## config.mk

```make
export PLATFORM = sky130hd
export DESIGN_NAME = prefetch_queue
export DESIGN_NICKNAME = d
export VERILOG_FILES = /design/src/rtl/prefetch_queue.sv
export SDC_FILE = /design/constraint.sdc
export NUM_CORES = 1
export LEC_CHECK = 0
export BUFFER_PORTS_ARGS = -buffer_cell sky130_fd_sc_hd__buf_2
export CAP_MARGIN = 20
export CORE_ASPECT_RATIO = 2
export CORE_MARGIN = 2
export CORE_UTILIZATION = 35
export CTS_CLUSTER_DIAMETER = 30
export DETAILED_ROUTE_END_ITERATION = 10
export HOLD_SLACK_MARGIN = 0.02
export PLACE_DENSITY = 0.58
export SYNTH_ARGS = -nofsm -noshare
export SYNTH_HDL_FRONTEND = slang
export SYNTH_SLANG_ARGS = --single-unit
export TNS_END_PERCENT = 50
```

## constraint.sdc

```tcl
create_clock -name clk1 -period 3.3 [get_ports clk1]
set_input_delay 0.66 -clock clk1 [delete_from_list [all_inputs] [get_ports clk1]]
set_output_delay 0.66 -clock clk1 [all_outputs]
set_load 0.01 [all_outputs]
```

## src/rtl/prefetch_queue.sv

```systemverilog
// rtl/prefetch_queue.sv - instruction prefetch queue with fetch PC and first-word fall-through head
//
// Purpose: fetches sequential instruction words from a same-cycle instruction
// memory, buffers {pc, ir} pairs in a DEPTH-entry circular queue and presents
// the oldest entry to decode. A redirect flushes the queue and reloads the
// fetch PC.
//
// Ports:
//   clk1        - clock, all state updates on the rising edge
//   reset       - asynchronous active-low reset
//   imem_addr   - fetch address (current fetch PC)
//   imem_data   - instruction word at imem_addr, same cycle
//   imem_valid  - imem_data is valid this cycle
//   redirect    - flush and refetch from redirect_pc
//   redirect_pc - new fetch address (low two bits dropped)
//   deq_ready   - decode accepts the head entry
//   deq_valid   - head entry present
//   deq_pc      - PC of head entry (holds last head when empty)
//   deq_npc     - deq_pc + 4
//   deq_ir      - instruction of head entry (NOP when empty)
//   count       - occupied entries
//   full/empty  - count == DEPTH / count == 0
module prefetch_queue #(
  parameter int unsigned     XLEN     = 32,
  parameter int unsigned     DEPTH    = 4,
  parameter logic [XLEN-1:0] RESET_PC = '0
) (
  input  logic                       clk1,
  input  logic                       reset,
  output logic [XLEN-1:0]            imem_addr,
  input  logic [31:0]                imem_data,
  input  logic                       imem_valid,
  input  logic                       redirect,
  input  logic [XLEN-1:0]            redirect_pc,
  input  logic                       deq_ready,
  output logic                       deq_valid,
  output logic [XLEN-1:0]            deq_pc,
  output logic [XLEN-1:0]            deq_npc,
  output logic [31:0]                deq_ir,
  output logic [$clog2(DEPTH+1)-1:0] count,
  output logic                       full,
  output logic                       empty
);

  localparam int unsigned PW  = $clog2(DEPTH);
  localparam int unsigned CW  = $clog2(DEPTH+1);
  localparam logic [31:0] NOP = 32'h0000_0013;

  logic [XLEN-1:0] pc_mem [DEPTH];
  logic [31:0]     ir_mem [DEPTH];

  logic [XLEN-1:0] fetch_pc_q, fetch_pc_d;
  logic [PW-1:0]   rd_ptr_q, rd_ptr_d;
  logic [PW-1:0]   wr_ptr_q, wr_ptr_d;
  logic [CW-1:0]   count_q, count_d;
  // Last head PC seen, so deq_pc/deq_npc hold their value while empty.
  logic [XLEN-1:0] hold_pc_q, hold_pc_d;

  logic enq, deq;

  assign empty     = (count_q == '0);
  assign full      = (count_q == CW'(DEPTH));
  assign count     = count_q;
  assign deq_valid = !empty;
  assign imem_addr = fetch_pc_q;

  // Dequeue makes room in the same cycle, so a full queue can still accept.
  assign deq = deq_valid && deq_ready && !redirect;
  assign enq = imem_valid && !redirect && (!full || deq);

  assign deq_pc  = empty ? hold_pc_q : pc_mem[rd_ptr_q];
  assign deq_npc = deq_pc + XLEN'(4);
  assign deq_ir  = empty ? NOP : ir_mem[rd_ptr_q];

  always_comb begin
    fetch_pc_d = fetch_pc_q;
    rd_ptr_d   = rd_ptr_q;
    wr_ptr_d   = wr_ptr_q;
    count_d    = count_q;
    hold_pc_d  = deq_pc;
    if (redirect) begin
      // Masking the whole word keeps the low address bits out of the PC.
      fetch_pc_d = redirect_pc & ~XLEN'(3);
      rd_ptr_d   = '0;
      wr_ptr_d   = '0;
      count_d    = '0;
    end else begin
      if (enq) begin
        fetch_pc_d = fetch_pc_q + XLEN'(4);
        wr_ptr_d   = wr_ptr_q + 1'b1;
      end
      if (deq) begin
        rd_ptr_d = rd_ptr_q + 1'b1;
      end
      case ({enq, deq})
        2'b10:   count_d = count_q + CW'(1);
        2'b01:   count_d = count_q - CW'(1);
        default: count_d = count_q;
      endcase
    end
  end

  always_ff @(posedge clk1 or negedge reset) begin
    if (!reset) begin
      fetch_pc_q <= RESET_PC;
      rd_ptr_q   <= '0;
      wr_ptr_q   <= '0;
      count_q    <= '0;
      hold_pc_q  <= '0;
    end else begin
      fetch_pc_q <= fetch_pc_d;
      rd_ptr_q   <= rd_ptr_d;
      wr_ptr_q   <= wr_ptr_d;
      count_q    <= count_d;
      hold_pc_q  <= hold_pc_d;
    end
  end

  // Storage needs no reset: entries are only read while count is nonzero.
  always_ff @(posedge clk1) begin
    if (enq) begin
      pc_mem[wr_ptr_q] <= fetch_pc_q;
      ir_mem[wr_ptr_q] <= imem_data;
    end
  end

endmodule

```

==> results.md <==
* Worst Path Max Fanout at 5
* Final Slew Violations at 0
* Cells after synthesis at 857
* Root Buffer: clkbuf_16
* Startpoint types: flop
* P per Cell Area at 746 nW/µm²
* Placed Area at 15400 µm²
* DRT antenna net count at 0
* I/O Buffers at 198
* Multi-input gate area at 4140 µm²
* Critical path's largest stage delay at 0.46 ns
* Share of cells above drive strength 1 at 40.7%
* Async S/R FF share, synth at 21.8%
* Via density at 5.07
* Shortest period the worst path allows at 3.91 ns
* Starting density of the core at 35.3%
* LEAKAGE at 6.58 nW
* Setup slack after placement at -0.222 ns
* Final Power at 12.9 mW
* Half-perimeter wire length after placement at 23700 µm
* HP Class: in2async
* Cell variety after synth at 52
* 1st-pass router iterations at 7
* Clock sink count at 317
* Number of global-route vias before repair at 8715
* RePlAce Congestion at 0.839
* Drt wl/cell at 21.1 µm
* Failing checks: negative setup slack
* Fill cell count at 3391
* Critical path arrival at 3.25 ns
* Clk pin slew, worst setup/hold paths at 0.06 ns
* Pin count of the biggest net entering global routing at 68
* CP required at 2.64 ns
* Sequential-to-total area share from yosys stat at 68.7%
* Final period util at 119%
* Warnings from Yosys at 0
* CTS Buffer Depth at 3
* CTS HTree Levels at 2
* Core Box Area at 37800 µm²
* Max-Cap Viols at 0
* Synthesized area at 13400 µm²
* Setup crit end kind: output port
* Layout Utilization at 45.6%
* Design area at 17200 µm²
* DIE HEIGHT at 280 µm
* Commonest cells post-synth: 248 x edfxtp_1, 114 x nand2_1, 69 x dfrtp_1, 57 x mux4_2, 38 x o21ai_0
* Clk_lat worst skew at 0.54 ns
* Fmax at 0.256 GHz
* VDD IR-drop max at 0.406 mV
* Die area at 39800 µm²
* Syn avg cell area at 15.6 µm²
* FF+latch area at 9180 µm²
* GRT overflow at 0
* Worst hold margin at 0.0573 ns
* Setup CP Type: reg2out
* Inst Count DP at 1554
* Top FF cell, synth: edfxtp_1
* Gr usage total at 17.3%
* CTS tree: yes
* Fin nets at 1217
* DR vias at 8310
* RSZ-0062 raised after global routing: yes
* Top cell type by total area after synthesis: edfxtp_1
* Yosys reg bits at 317
* Chip width at 142 µm
* Final setup viols at 25
* Number of remaining DRC errors at 0
* Relative slew margins at 50.7%
* Hold Vio Cnt, Final at 0
* DR iter-0 viols at 344
* Worst path cell trace: or3_4 -> clkinv_4 -> buf_8 -> nand3_4 -> a222oi_1 -> nand4_1 -> buf_6 -> or4_4 -> xnor2_2 -> buf_2
* Final WL at 34500 µm
* Global-route wire length before repair at 51500 µm
* Setup ws final at -0.611 ns
* Most frequent cell after synthesis: edfxtp_1
* Post-synth EDFFs at 248
* Final instance count without filler cells at 1638
* CTS Buf Count at 41
* Area Overhead vs Synth at 29.1%
* Hold_buf cts at 0
* Share of the synthesized area in the top cell type at 55.8%
* IO Count at 203
* Largest cells by area after synthesis: edfxtp_1 56%, dfrtp_1 13%, mux4_2 9.6%
* Num rows at 101
* Antenna violations before repair at 1
* Setup_tns at -9.32 ns
* Worst-Margin Slew at 0.733 ns
* Status: complete, but fails checks
* CP max-delay cell: or3_4
* Clock Skew at 0.0188 ns
-- power breakdown --
group          internal, mW  total, mW  switching [mW]  leakage [nW]
Clock                  2.71       4.57            1.86         0.689
Combinational          1.47       3.34            1.87          2.78
Sequential             4.67       4.95           0.277          3.10
-- worst max-delay path, delay by kind of cell (launching register included) --
family	cells	cell delay, ns
and+or+nand+nor	4	1.24
buffers and inverters	4	0.56
xor gates and xnor gates	1	0.14
AOI/OAI and AO/OA	1	0.37
DFF	1	0.40
-- path summary, 6_finish.rpt --
check | to | cells after the start | from | slack, ns
setup / recovery | deq_npc[29] | 10 | count[0] | -0.61
hold / removal | wr_ptr_q[1] | 1 | reset | 0.06
setup reg to reg | imem_addr[31] | 6 | imem_addr[9] | 0.60
hold reg to reg | hold_pc_q[0] | 1 | hold_pc_q[0] | 0.50
max in group asynchronous | hold_pc_q[28] | 2 | reset | 2.46
min in group clk1 | imem_addr[13] | 3 | redirect_pc[13] | 0.33
-- registers in the layout, indices dropped and copies added (netlist names) --
| signal | count |
|---|---|
| ir_mem | 128 |
| pc_mem | 120 |
| hold_pc_q | 32 |
| imem_addr | 30 |
| count | 3 |
| rd_ptr_q | 2 |
| wr_ptr_q | 2 |
-- final cells by class --
class | count | share of cell area [%]
diodes | 1 | 0.0145
clock buffers | 47 | 6.33
clock inverters | 29 | 1.95
inverters | 21 | 0.486
multi-input cells | 476 | 24.0
flip-flops and latches | 317 | 53.2
well taps | 463 | 3.36
repair buffers | 284 | 10.6
-- layer usage --
| layer | global-route usage, % | vias up | part of all wire (%) |
|---|---|---|---|
| met5 | 0 | - | 0 |
| met4 | 8.00 | 0 | 4.0 |
| met3 | 2.37 | 75 | 4.0 |
| met2 | 32.2 | 248 | 56 |
| met1 | 19.3 | 4195 | 36 |
| li1 | - | 3792 | - |
-- cell families (layout without fill, tap and decap cells) --
family / after synthesis / count (layout) / share of synthesized area (%)
DFF: 317 / 317 / 68.7
and+or+nand+nor: 271 / 271 / 9.82
muxes: 74 / 74 / 11.5
buffers and inverters: 65 / 381 / 2.45
AOI/OAI and AO/OA: 63 / 63 / 2.86
xor gates and xnor gates: 59 / 59 / 3.93
adders and majority gates: 7 / 7 / 0.712
other: 1 / 3 / 0.0281
-- cell usage in the layout, fill, tap and decap left out, types with 27 or more instances in the layout --
master / Yosys / routed
and2_1: 36 / 32
mux4_2: 57 / 60
nand2_1: 114 / 110
buf_4: 5 / 67
edfxtp_1: 248 / 248
xnor2_1: 34 / 27
o21ai_0: 38 / 37
buf_2: 10 / 193
dfrtp_1: 69 / 65
nand4_1: 28 / 28
clkbuf_16: 0 / 44
-- repair_timing --
action                     in CTS  in global routing
setup endpoints to repair      34                 33
gates cloned                    0                  1
pin swaps                      17                  6
setup buffers                   4                  3
gates resized for setup        50                 28
(Power assumes the default switching activity.)
